File: src/rtl/dmem_access_ctrl_pkg.sv
// Shared types and constants for the data-memory access controller.
// State encoding, abort fill value and the access-start qualifier.
package dmem_access_ctrl_pkg;

   typedef enum logic [1:0] {
      ST_IDLE = 2'd0,
      ST_REQ  = 2'd1,
      ST_DONE = 2'd2
   } state_e;

   // Each bit of the load data returned when an access is aborted.
   localparam bit DMEM_ERR_FILL = 1'b1;

   // A new access may only start for a decoded ld/st that is not halted.
   function automatic logic access_start(input logic ld, input logic st, input logic hlt);
      return (ld | st) & ~hlt;
   endfunction

endpackage

File: src/rtl/dmem_access_ctrl_if.sv
// Req/ack data-memory port: the controller is the master, the memory the slave.
// Request fields are held stable by the master until ack.
interface dmem_access_ctrl_if #(
   parameter int unsigned AW = 16,
   parameter int unsigned DW = 16
) ();

   logic          req;
   logic          we;
   logic [AW-1:0] addr;
   logic [DW-1:0] wdata;
   logic          ack;
   logic [DW-1:0] rdata;

   modport master (
      output req, we, addr, wdata,
      input  ack, rdata
   );

   modport slave (
      input  req, we, addr, wdata,
      output ack, rdata
   );

endinterface

File: src/rtl/dmem_timeout_cnt.sv
// REQ-cycle counter for the access timeout; cleared when a request launches.
// Instantiated by dmem_access_ctrl only when DMEM_TIMEOUT_EN is defined.
module dmem_timeout_cnt #(
   parameter int unsigned LIMIT = 64
) (
   input  logic clk_i,
   input  logic rst_i,
   input  logic clr_i,
   input  logic en_i,
   output logic expire_o
);

   localparam int unsigned    CW   = (LIMIT > 1) ? $clog2(LIMIT) : 1;
   localparam logic [CW-1:0]  LAST = CW'(LIMIT - 1);

   logic [CW-1:0] cnt_q;

   always_ff @(posedge clk_i) begin
      if (rst_i) begin
         cnt_q <= '0;
      end else if (clr_i) begin
         cnt_q <= '0;
      end else if (en_i) begin
         cnt_q <= cnt_q + 1'b1;
      end
   end

   // Expiry is only meaningful while the FSM is actually waiting in REQ.
   assign expire_o = en_i & (cnt_q == LAST);

endmodule

File: src/rtl/dmem_access_ctrl.sv
// Sequences CPU loads/stores onto a variable-latency req/ack data memory and stalls the core meanwhile.
// Define DMEM_TIMEOUT_EN to abort requests that see no ack within TIMEOUT_CYC REQ cycles.
module dmem_access_ctrl
   import dmem_access_ctrl_pkg::*;
#(
   parameter int unsigned AW          = 16,
   parameter int unsigned DW          = 16,
   parameter int unsigned TIMEOUT_CYC = 64
) (
   input  logic               clk_i,
   input  logic               rst_i,
   input  logic               ld_i,
   input  logic               st_i,
   input  logic               hlt_i,
   input  logic [AW-1:0]      addr_i,
   input  logic [DW-1:0]      wdata_i,
   output logic               stall_o,
   output logic               rd_vld_o,
   output logic [DW-1:0]      rdata_o,
   output logic               idle_o,
   output logic               mem_err_o,
   dmem_access_ctrl_if.master mem
);

   state_e        state_q;
   logic          req_q;
   logic          we_q;
   logic          rd_vld_q;
   logic [AW-1:0] addr_q;
   logic [DW-1:0] wdata_q;
   logic [DW-1:0] rdata_q;
   logic          start;
   logic          expire;

   assign start = access_start(ld_i, st_i, hlt_i);

`ifdef DMEM_TIMEOUT_EN
   logic err_q;

   dmem_timeout_cnt #(
      .LIMIT (TIMEOUT_CYC)
   ) u_timeout (
      .clk_i    (clk_i),
      .rst_i    (rst_i),
      .clr_i    ((state_q == ST_IDLE) && start),
      .en_i     (state_q == ST_REQ),
      .expire_o (expire)
   );

   assign mem_err_o = err_q;
`else
   logic timeout_unused;

   assign timeout_unused = (TIMEOUT_CYC != 0);
   assign expire         = 1'b0;
   assign mem_err_o      = 1'b0;
`endif

   // NOTE: sequential state uses non-blocking assignments so every register samples pre-edge values.
   always_ff @(posedge clk_i) begin
      if (rst_i) begin
         state_q  <= ST_IDLE;
         req_q    <= 1'b0;
         we_q     <= 1'b0;
         rd_vld_q <= 1'b0;
         addr_q   <= '0;
         wdata_q  <= '0;
         rdata_q  <= '0;
`ifdef DMEM_TIMEOUT_EN
         err_q    <= 1'b0;
`endif
      end else begin
         rd_vld_q <= 1'b0;
         unique case (state_q)
            ST_IDLE: begin
               if (start) begin
                  addr_q  <= addr_i;
                  wdata_q <= wdata_i;
                  we_q    <= st_i;
                  req_q   <= 1'b1;
                  state_q <= ST_REQ;
               end
            end
            ST_REQ: begin
               // A real ack always wins over a same-cycle timeout.
               if (mem.ack) begin
                  req_q    <= 1'b0;
                  rd_vld_q <= ~we_q;
                  if (!we_q) begin
                     rdata_q <= mem.rdata;
                  end
                  state_q  <= ST_DONE;
               end else if (expire) begin
                  req_q    <= 1'b0;
                  rd_vld_q <= ~we_q;
                  if (!we_q) begin
                     rdata_q <= {DW{DMEM_ERR_FILL}};
                  end
`ifdef DMEM_TIMEOUT_EN
                  err_q    <= 1'b1;
`endif
                  state_q  <= ST_DONE;
               end
            end
            ST_DONE: begin
               state_q <= ST_IDLE;
            end
            default: begin
               state_q <= ST_IDLE;
            end
         endcase
      end
   end

   // DONE releases the stall so the instruction retires with its load data.
   assign stall_o   = start & (state_q != ST_DONE);
   assign idle_o    = (state_q == ST_IDLE) & ~req_q;
   assign rd_vld_o  = rd_vld_q;
   assign rdata_o   = rdata_q;

   assign mem.req   = req_q;
   assign mem.we    = we_q;
   assign mem.addr  = addr_q;
   assign mem.wdata = wdata_q;

endmodule

File: src/flat_wrapper.sv
// flat-port wrapper written by rule: the top's interface ports become plain ports
module dmem_access_ctrl_flat import dmem_access_ctrl_pkg::*;
#(
   parameter int unsigned AW          = 16,
   parameter int unsigned DW          = 16,
   parameter int unsigned TIMEOUT_CYC = 64
)
  (clk_i, rst_i, ld_i, st_i, hlt_i, addr_i, wdata_i, stall_o, rd_vld_o, rdata_o, idle_o, mem_err_o, mem_req, mem_we, mem_addr, mem_wdata, mem_ack, mem_rdata);
  dmem_access_ctrl_if #(.AW(AW), .DW(DW)) mem_i ();
  input  logic clk_i;
  input  logic rst_i;
  input  logic ld_i;
  input  logic st_i;
  input  logic hlt_i;
  input  logic [AW-1:0] addr_i;
  input  logic [DW-1:0] wdata_i;
  output logic stall_o;
  output logic rd_vld_o;
  output logic [DW-1:0] rdata_o;
  output logic idle_o;
  output logic mem_err_o;
  output wire logic [$bits(mem_i.req)-1:0] mem_req;
  output wire logic [$bits(mem_i.we)-1:0] mem_we;
  output wire logic [$bits(mem_i.addr)-1:0] mem_addr;
  output wire logic [$bits(mem_i.wdata)-1:0] mem_wdata;
  input wire logic [$bits(mem_i.ack)-1:0] mem_ack;
  input wire logic [$bits(mem_i.rdata)-1:0] mem_rdata;
  assign mem_req = mem_i.req;
  assign mem_we = mem_i.we;
  assign mem_addr = mem_i.addr;
  assign mem_wdata = mem_i.wdata;
  assign mem_i.ack = mem_ack;
  assign mem_i.rdata = mem_rdata;
  dmem_access_ctrl #(.AW(AW), .DW(DW), .TIMEOUT_CYC(TIMEOUT_CYC)) u_core (.clk_i(clk_i), .rst_i(rst_i), .ld_i(ld_i), .st_i(st_i), .hlt_i(hlt_i), .addr_i(addr_i), .wdata_i(wdata_i), .stall_o(stall_o), .rd_vld_o(rd_vld_o), .rdata_o(rdata_o), .idle_o(idle_o), .mem_err_o(mem_err_o), .mem(mem_i));
endmodule
File: config.mk
export PLATFORM = sky130hd
export DESIGN_NAME = dmem_access_ctrl_flat
export DESIGN_NICKNAME = d
export VERILOG_FILES = /design/src/rtl/dmem_access_ctrl_pkg.sv /design/src/rtl/dmem_access_ctrl_if.sv /design/src/rtl/dmem_timeout_cnt.sv /design/src/rtl/dmem_access_ctrl.sv /design/src/flat_wrapper.sv
export SDC_FILE = /design/constraint.sdc
export NUM_CORES = 1
export LEC_CHECK = 0
export BUFFER_PORTS_ARGS = -buffer_cell sky130_fd_sc_hd__clkbuf_2
export CAP_MARGIN = 10
export CORE_ASPECT_RATIO = 1.1
export CORE_MARGIN = 4
export CORE_UTILIZATION = 49
export DETAILED_ROUTE_END_ITERATION = 8
export PLACE_DENSITY = 0.84
export REMOVE_ABC_BUFFERS = 1
export SLEW_MARGIN = 10
export SYNTH_ARGS = -nofsm -noshare
export SYNTH_HDL_FRONTEND = slang
export SYNTH_HIERARCHICAL = 1
export SYNTH_SLANG_ARGS = --single-unit
File: constraint.sdc
create_clock -name clk_i -period 2 [get_ports clk_i]
set_clock_uncertainty 0.05 [all_clocks]
set_input_delay 0 -clock clk_i [delete_from_list [all_inputs] [get_ports clk_i]]
set_output_delay 0 -clock clk_i [all_outputs]
set_load 0.05 [all_outputs]
==> flow_metrics.py, run 1 <==
metrics = {
    "hold_path": {
        "worstHoldPathCells": 2,
        "min_path_type": "input pin to register",
        "hp-start": "rst_i",
        "hold_end": "u_core/rdata_o[9]$_SDFFE_PP0P_",
    },
    "route": {
        "drc": 0,
        "num_vias": 2133,
        "wl_um": 5890,
        "drtAntennaViolNets": 0,
        "drt_iter0_markers": 71,
        "drt_first_pass_iters": 4,
        "wire_per_inst_um": 13.5,
        "viasPerCell": 4.88,
    },
    "placed_design": {
        "portBuffers": 106,
        "hpwl_um": 3510,
        "dp_slack_ps": 421,
        "gp_congestion": 0.706,
    },
    "critical_path": {
        "r2r-start": "u_core/state_q[0]$_SDFFE_PP0P_",
        "cp_max_fo": 17,
        "ff2ff_setup_slack_ps": 370,
        "reg2regPathDepth": 3,
        "endpoint_kind": "register",
        "criticalPathCategory": "register to register",
        "worst_setup_path_start_kind": "register",
        "required_ps": 2140,
        "cp.arrival_ps": 1770,
        "rr_endpoint": "u_core/rdata_o[6]$_SDFFE_PP0P_",
    },
    "global_routing": {
        "grt_pass1_vias": 2105,
        "antenna_found_initial": 0,
        "grt_start_max_net_pins": 51,
        "grt.total_usage_pct": 21.1,
        "grt_pass1_wl_um": 9400,
        "grt_overflow": 0,
    },
    "floorplanning": {
        "die_w_um": 71.9,
        "io-pin-count": 108,
        "die_h_um": 78.3,
        "rows": 25,
        "core_area_um2": 4320,
        "initial_core_util_pct": 51.0,
        "die_area_um2": 5630,
    },
    "timing": {
        "worst_slew_pin_slew_ps": 678,
        "slew_violations": 0,
        "fin_crit_ps": 1630,
        "hold_violations": 0,
        "slew-limit-headroom_pct": 54.5,
        "setup_viol": 0,
        "layout_setup_ws_ps": 371,
        "max_freq_mhz": 614,
        "rsz0062_at_grt": "no",
        "tns_ps": 0,
        "period_share_pct": 81.5,
    },
    "pwr": {
        "ir_drop_mv": 0.683,
        "power.leakage_nw": 1.52,
        "powerDensity_nw_per_um2": 740,
    },
    "synthesis": {
        "syn_inst": 233,
        "synth_cell_type_count": 20,
        "synth-seq-cells": 53,
        "ys_seq_area_share_pct": 48.2,
        "avgSynthCellArea_um2": 9.46,
        "syn_area_um2": 2200,
        "yosys_warnings": 6,
    },
    "clocking": {
        "cts_buffers": 5,
        "insertion_delay_ps": 290,
        "cts_sinks": 53,
        "cts_buffer_depth": 2,
        "cts_max_level": 2,
        "cts_resized": 0,
        "tritoncts": "done",
        "cts_root_buffer": "clkbuf_8",
        "cts.clk_slew.worst_paths_ps": 90,
    },
    "cells_and_area": {
        "num-fill-cells": 269,
        "area_growth_pct": 53.4,
        "drive_above_1_share_pct": 31.3,
        "diodes": 0,
        "nNetsFinal": 436,
    },
    "run": {
        "max-cap-violations": 0,
    },
    "outcome": {
        "status": "completed",
    },
}
[worst max-delay path, stage by stage, from the launching register on]
cell and delay (ps):
dfxtp_1 490, nand4bb_1 600, nand2_1 310, a21oi_2 80
[how the worst max path moves through the flow]
stage | end | depth (start not counted) | slack, ps | startpoint
after floorplan | u_core/mem.addr[0]$_SDFFE_PP0P_ | 2 | 50 | u_core/state_q[1]$_SDFFE_PP0P_
after global placement | u_core/rdata_o[6]$_SDFFE_PP0P_ | 3 | 450 | u_core/state_q[0]$_SDFFE_PP0P_
after detailed placement | u_core/rdata_o[6]$_SDFFE_PP0P_ | 3 | 420 | u_core/state_q[0]$_SDFFE_PP0P_
after CTS | u_core/rdata_o[6]$_SDFFE_PP0P_ | 3 | 410 | u_core/state_q[0]$_SDFFE_PP0P_
after global routing | u_core/rdata_o[6]$_SDFFE_PP0P_ | 3 | 220 | u_core/state_q[0]$_SDFFE_PP0P_
final | u_core/rdata_o[6]$_SDFFE_PP0P_ | 3 | 370 | u_core/state_q[0]$_SDFFE_PP0P_
[Yosys cell counts]
library cell	n	area share, %
nand2b_1	66	19
dfxtp_1	53	48
mux2i_1	33	15
nand2_1	33	5.6
a21oi_1	18	4.1
clkbuf_1	7	1.2
buf_4	5	1.7
buf_2	4	0.91
nor2_1	2	0.34
or3_1	2	0.57
a21oi_2	1	0.40
and4bb_2	1	0.57
clkbuf_2	1	0.23
conb_1	1	0.17
inv_1	1	0.17
nand3b_1	1	0.34
nand4bb_1	1	0.51
nor3_1	1	0.23
nor3_4	1	0.74
o21bai_1	1	0.34
[logic make-up after synthesis]
group	after synthesis	synth area share (%)
DFF	53	48.2
other	1	0.170
and+or+nand+nor	108	27.7
buffers and inverters	18	4.20
muxes	33	15.0
AOI/OAI and AO/OA	20	4.83
[metal layers]
layer | track usage (%) | vias up | wire (um)
met1 | 22.2 | 967 | 2170
met4 | 8.08 | 0 | 124
met5 | 0 | - | 0
met2 | 38.1 | 111 | 2970
li1 | - | 1043 | -
met3 | 7.17 | 12 | 620
[cell usage in the layout (no fill, tap or decap)]
cell type      instances
clkbuf_2             106
nand2b_1              66
dfxtp_1               53
dlygate4sd3_1         50
mux2i_1               33
nand2_1               33
a21oi_1               18
clkbuf_8               6
or3_1                  2
nor2_1                 2
buf_12                 2
bufinv_16              1
clkinvlp_4             1
nor3_1                 1
inv_1                  1
o21bai_1               1
nor3_4                 1
and4bb_2               1
nand4bb_1              1
a21oi_2                1
nand3b_1               1
conb_1                 1
buf_4                  1
[power by group]
part	switching, mW	internal [mW]
Combinational	0.377	0.232
Sequential	0.0369	1.12
Clock	0.335	0.407
Total	0.748	1.75
[timing repair]
| action | 4_1_cts | 5_1_grt |
|---|---|---|
| endpoints found under the hold margin | 51 | 0 |
| endpoints found under the setup margin | 0 | 0 |
| buffers inserted | 0 | 0 |
| hold buffers | 50 | 0 |
[area by class of cell]
class                           count  area, um^2  area share, %
Timing Repair Buffer              159        1080           31.9
Sequential cell                    53        1060           31.4
Multi-Input combinational cell    162        1050           31.1
Clock buffer                        6        82.6           2.44
Tap cell                           54        67.6           2.00
Clock inverter                      2        37.5           1.11
Inverter                            1        3.75          0.111
[sequential cells by signal (all words and copies together), names as in the netlist]
signal	flops
u_core/rd_vld_o	1
u_core/mem.wdata	16
u_core/rdata_o	16
u_core/mem.addr	16
u_core/mem.we	1
u_core/mem.req	1
u_core/state_q	2
[metrics by stage]
step | utilization [%] | hold slack (ps) | instance area [um^2] | power, mW | std cells
3_3_place_gp | 63.9 | 173 | 2760 | 1.69 | 379
4_1_cts | 78.3 | 8.00 | 3380 | 2.51 | 437
6_report | 78.3 | 30.3 | 3380 | 2.50 | 437
5_1_grt | 78.3 | 29.3 | 3380 | 2.62 | 437
2_1_floorplan | - | 12.4 | 2110 | 1.53 | 216
3_5_place_dp | 63.9 | 182 | 2760 | 1.70 | 379
Power figures use the tool's default switching activity.
==> run 2, diff against run 1 <==
- CORE_UTILIZATION: 49 -> 45
- PLACE_DENSITY: 0.84 -> 0.79
- clock period: 2 -> 1.5 ns (I/O delays scaled with it)
==> flow_metrics.py, run 2 (synthesis results as in run 1) <==
metrics = {
    "cells_and_area": {
        "nNetsFinal": 436,
        "final_area_um2": 3370,
        "area_growth_pct": 53.0,
        "most-common-layout-cells": "106 x clkbuf_2, 66 x nand2b_1, 53 x dfxtp_1, 50 x dlygate4sd3_1",
        "layoutNonFillerInstCount": 440,
        "final_common_cell": "clkbuf_2",
        "fin_util_pct": 72.0,
        "drive_above_1_share_pct": 31.3,
    },
    "placed_design": {
        "place_area_um2": 2760,
        "gp_congestion": 0.697,
        "place_inst": 381,
        "dp_slack_ps": 178,
        "portBuffers": 106,
        "hpwl_um": 3440,
    },
    "route": {
        "drc": 0,
        "drtAntennaViolNets": 0,
        "drt_iter0_markers": 56,
        "drt_first_pass_iters": 4,
        "wire_per_inst_um": 12.6,
        "viasPerCell": 4.64,
        "wl_um": 5560,
        "num_vias": 2040,
    },
    "critical_path": {
        "cp_max_fo": 7,
        "crit_slowest_cell": "dfxtp_1",
        "criticalPathCategory": "register to output port",
        "worst_setup_path_start_kind": "register",
        "critPathMaxStageDelay_ps": 480,
        "reg2regPathDepth": 3,
        "endpoint_kind": "output port",
        "cp_cell_sequence": "inv_1, a21oi_1, clkbuf_2",
        "cp-endpoint": "stall_o",
        "cp.arrival_ps": 1310,
        "crit_start": "u_core/state_q[0]$_SDFFE_PP0P_",
        "required_ps": 1450,
        "r2r-start": "u_core/state_q[0]$_SDFFE_PP0P_",
        "rr_endpoint": "u_core/rdata_o[9]$_SDFFE_PP0P_",
        "ff2ff_setup_slack_ps": 190,
    },
    "global_routing": {
        "grt_pass1_vias": 2041,
        "grt_start_max_net_pins": 87,
        "grt_pass1_wl_um": 8870,
        "grt.total_usage_pct": 18.4,
        "antenna_found_initial": 0,
        "grt_overflow": 0,
    },
    "hold_path": {
        "hp-start": "rst_i",
        "min_path_type": "input pin to register",
    },
    "floorplanning": {
        "die_area_um2": 6080,
        "initial_core_util_pct": 47.0,
        "die_h_um": 81.4,
        "die_w_um": 74.7,
        "core_area_um2": 4680,
        "io-pin-count": 108,
        "rows": 26,
    },
    "timing": {
        "fin_crit_ps": 1360,
        "rsz0062_at_grt": "no",
        "hold_violations": 0,
        "setup_viol": 0,
        "period_share_pct": 90.6,
        "max_freq_mhz": 736,
        "slew_violations": 0,
        "layout_setup_ws_ps": 141,
        "tns_ps": 0,
        "whs_ps": 111,
    },
    "clocking": {
        "cts_max_level": 2,
        "insertion_delay_ps": 290,
        "cts_sinks": 53,
        "tritoncts": "done",
        "cts_buffer_depth": 2,
        "cts_buffers": 5,
        "postCtsSetupRepairBufs": 0,
        "cts_root_buffer": "clkbuf_8",
        "cts.clk_slew.worst_paths_ps": 90,
    },
    "pwr": {
        "powerDensity_nw_per_um2": 948,
        "p_total_mw": 3.19,
        "power.leakage_nw": 1.52,
        "ir_drop_mv": 0.784,
    },
    "run": {
        "max-cap-violations": 0,
    },
    "outcome": {
        "status": "completed",
    },
}
run 2: cell count changes in the layout (fill, tap and decap cells not counted):
cell	previous run	this run
bufinv_16	1	0
clkbuf_8	6	7
and4bb_4	0	1
and4bb_2	1	0
clkinv_2	0	1
clkinvlp_4	1	0
diode_2	0	1
run 2: worst min path at each step:
stage / endpoint / slack (ps) / depth (start not counted)
after floorplan: u_core/rdata_o[6]$_SDFFE_PP0P_ / 10 / 1
after detailed placement: u_core/rdata_o[1]$_SDFFE_PP0P_ / 180 / 3
after global routing: u_core/state_q[1]$_SDFFE_PP0P_ / 130 / 3
after global placement: u_core/rdata_o[2]$_SDFFE_PP0P_ / 170 / 3
after CTS: u_core/rdata_o[6]$_SDFFE_PP0P_ / 110 / 3
final: u_core/rdata_o[8]$_SDFFE_PP0P_ / 110 / 3
run 2: layout make-up:
| class | instances | area, um^2 |
|---|---|---|
| flip-flops and latches | 53 | 1060 |
| multi-input cells | 162 | 1050 |
| clock inverters | 1 | 5.00 |
| diodes | 1 | 2.50 |
| repair buffers | 159 | 1080 |
| clock buffers | 7 | 96.3 |
| well taps | 56 | 70.1 |
| fillers | 351 | 1310 |
| inverters | 1 | 3.75 |
run 2: timing repair:
action                                 in CTS  in global routing
setup endpoints to repair                   0                  1
resized for setup                           0                  1
endpoints found under the hold margin      51                  0
hold buffers                               50                  0
run 2: per-layer routing:
metal  track usage, %  part of all wire [%]  up-vias  wire length [um]
li1                 -                     -     1045                 -
met1             20.6                    40      906              2200
met2             32.0                    49       83              2740
met3             7.43                    10        6               560
met4             5.34                   1.1        0                59
met5                0                     0        -                 0
run 2: worst max-delay path: cells and delay by family (launching register included):
| family | cells | cell delay [ps] |
|---|---|---|
| flops | 1 | 480 |
| compound gates | 1 | 150 |
| buf+inv | 2 | 380 |
run 2: where the power goes:
part,internal (mW),switching (mW),total (mW)
clock network,0.418,0.435,0.853
logic,0.311,0.496,0.806
registers,1.49,0.0484,1.54
==> run 3, diff against run 2 <==
- CTS_CLUSTER_SIZE: default -> 14
- clock period: 1.5 -> 1.3 ns (I/O delays scaled with it)
==> flow_metrics.py, run 3 (synthesis results as in run 1) <==
metrics = {
    "outcome": {
        "status": "completed",
    },
    "cells_and_area": {
        "drive_above_1_share_pct": 33.2,
        "num-fill-cells": 341,
        "fin_util_pct": 74.8,
        "final_area_um2": 3500,
        "diodes": 0,
        "most-common-layout-cells": "104 x clkbuf_2, 66 x nand2b_1, 51 x dfxtp_1, 50 x dlygate4sd3_1",
        "nNetsFinal": 441,
        "final_common_cell": "clkbuf_2",
        "layoutNonFillerInstCount": 444,
        "area_growth_pct": 59.1,
    },
    "clocking": {
        "cts_root_buffer": "clkbuf_8",
        "tritoncts": "done",
        "cts_sinks": 53,
        "cts_buffers": 5,
        "insertion_delay_ps": 300,
        "cts_max_level": 2,
        "cts.clk_slew.worst_paths_ps": 100,
        "cts_buffer_depth": 2,
    },
    "placed_design": {
        "gp_congestion": 0.693,
        "hpwl_um": 3610,
        "portBuffers": 106,
        "place_area_um2": 2810,
        "place_inst": 384,
    },
    "floorplanning": {
        "io-pin-count": 108,
        "rows": 26,
        "die_area_um2": 6080,
        "die_w_um": 74.7,
        "core_area_um2": 4680,
        "initial_core_util_pct": 47.0,
        "die_h_um": 81.4,
    },
    "critical_path": {
        "required_ps": 1250,
        "criticalPathCategory": "register to output port",
        "worst_setup_path_start_kind": "register",
        "endpoint_kind": "output port",
        "path_delay_family": "flip-flops",
        "cp_max_fo": 4,
        "crit_slowest_cell": "dfxtp_4",
        "r2r-start": "u_core/state_q[0]$_SDFFE_PP0P_",
        "crit_start": "u_core/state_q[0]$_SDFFE_PP0P_",
        "path_buf_inv": 3,
        "cp_cell_sequence": "buf_4, inv_1, a21oi_2, clkbuf_8",
        "critPathMaxStageDelay_ps": 390,
        "cp.arrival_ps": 1220,
        "ff2ff_setup_slack_ps": 70,
    },
    "route": {
        "drt_first_pass_iters": 4,
        "drtAntennaViolNets": 0,
        "viasPerCell": 4.72,
        "num_vias": 2095,
        "drc": 0,
        "wl_um": 5950,
        "drt_iter0_markers": 72,
        "wire_per_inst_um": 13.4,
    },
    "timing": {
        "whs_ps": 80.9,
        "period_share_pct": 97.9,
        "fin_crit_ps": 1270,
        "setup_viol": 0,
        "slew_violations": 0,
        "max_freq_mhz": 785,
        "hold_violations": 0,
        "rsz0062_at_grt": "yes",
    },
    "global_routing": {
        "antenna_found_initial": 0,
        "grt_overflow": 0,
        "grt.total_usage_pct": 20.4,
        "grt_pass1_vias": 2173,
        "grt_start_max_net_pins": 70,
        "grt_pass1_wl_um": 9760,
    },
    "run": {
        "max-cap-violations": 0,
    },
    "pwr": {
        "power.leakage_nw": 1.57,
        "powerDensity_nw_per_um2": 1120,
        "ir_drop_mv": 0.633,
        "p_total_mw": 3.92,
    },
    "hold_path": {
        "hp-start": "rst_i",
        "min_path_type": "input pin to register",
    },
}
-- run 3: changes by cell type in the layout (fill, tap and decap cells not counted), moves of 2 or more --
cell and delta:
buf_12 +3, buf_4 +2, clkbuf_2 -2, dfxtp_1 -2
-- run 3: area by class of cell --
cell class | count | area, um^2 | area share [%]
Timing Repair Buffer | 164 | 1180 | 33.7
Sequential cell | 53 | 1070 | 30.4
Multi-Input combinational cell | 162 | 1060 | 30.3
Clock buffer | 6 | 82.6 | 2.36
Tap cell | 56 | 70.1 | 2.00
Clock inverter | 2 | 37.5 | 1.07
Inverter | 1 | 3.75 | 0.107
-- run 3: layer usage --
layer	routed length [um]	GRT usage, %	part of all wire, %
met2	3050	35.9	51
met1	2260	22.5	38
met4	87	6.05	1.5
met5	0	0	0
met3	543	7.80	9.1
-- run 3: tightest hold or removal path, cell delays in order --
cell      delay, ps
clkbuf_2        120
buf_4           230
a21oi_2          40
-- run 3: report_power, final --
part	leakage (nW)	internal (mW)	switching, mW
clock network	0.0574	0.626	0.528
logic	1.08	0.405	0.589
registers	0.434	1.72	0.0584
total	1.57	2.75	1.17
-- run 3: worst paths after layout --
check                           cells after the start                          endpoint
worst max register to register                      4  u_core/mem.wdata[6]$_SDFFE_PP0P_
worst min register to register                      2   u_core/rdata_o[13]$_SDFFE_PP0P_
worst min-delay path                                3    u_core/rdata_o[6]$_SDFFE_PP0P_
worst max-delay path                                4                           stall_o
-- run 3: metrics by stage --
step                setup WS [ps]  TNS, ps
finish                       26.9        0
CTS                          1.04        0
detailed placement           23.5        0
global placement             81.7        0
floorplan                    -647   -24270
global route                -15.6    -15.6
-- run 3: timing repair --
| item | 4_1_cts | 5_1_grt |
|---|---|---|
| gates resized for setup | 5 | 5 |
| endpoints found under the hold margin | 51 | 0 |
| buffers inserted | 0 | 1 |
| hold buffers | 50 | 0 |
| cloned | 0 | 1 |
| setup endpoints to repair | 2 | 33 |
| pin swaps | 0 | 2 |
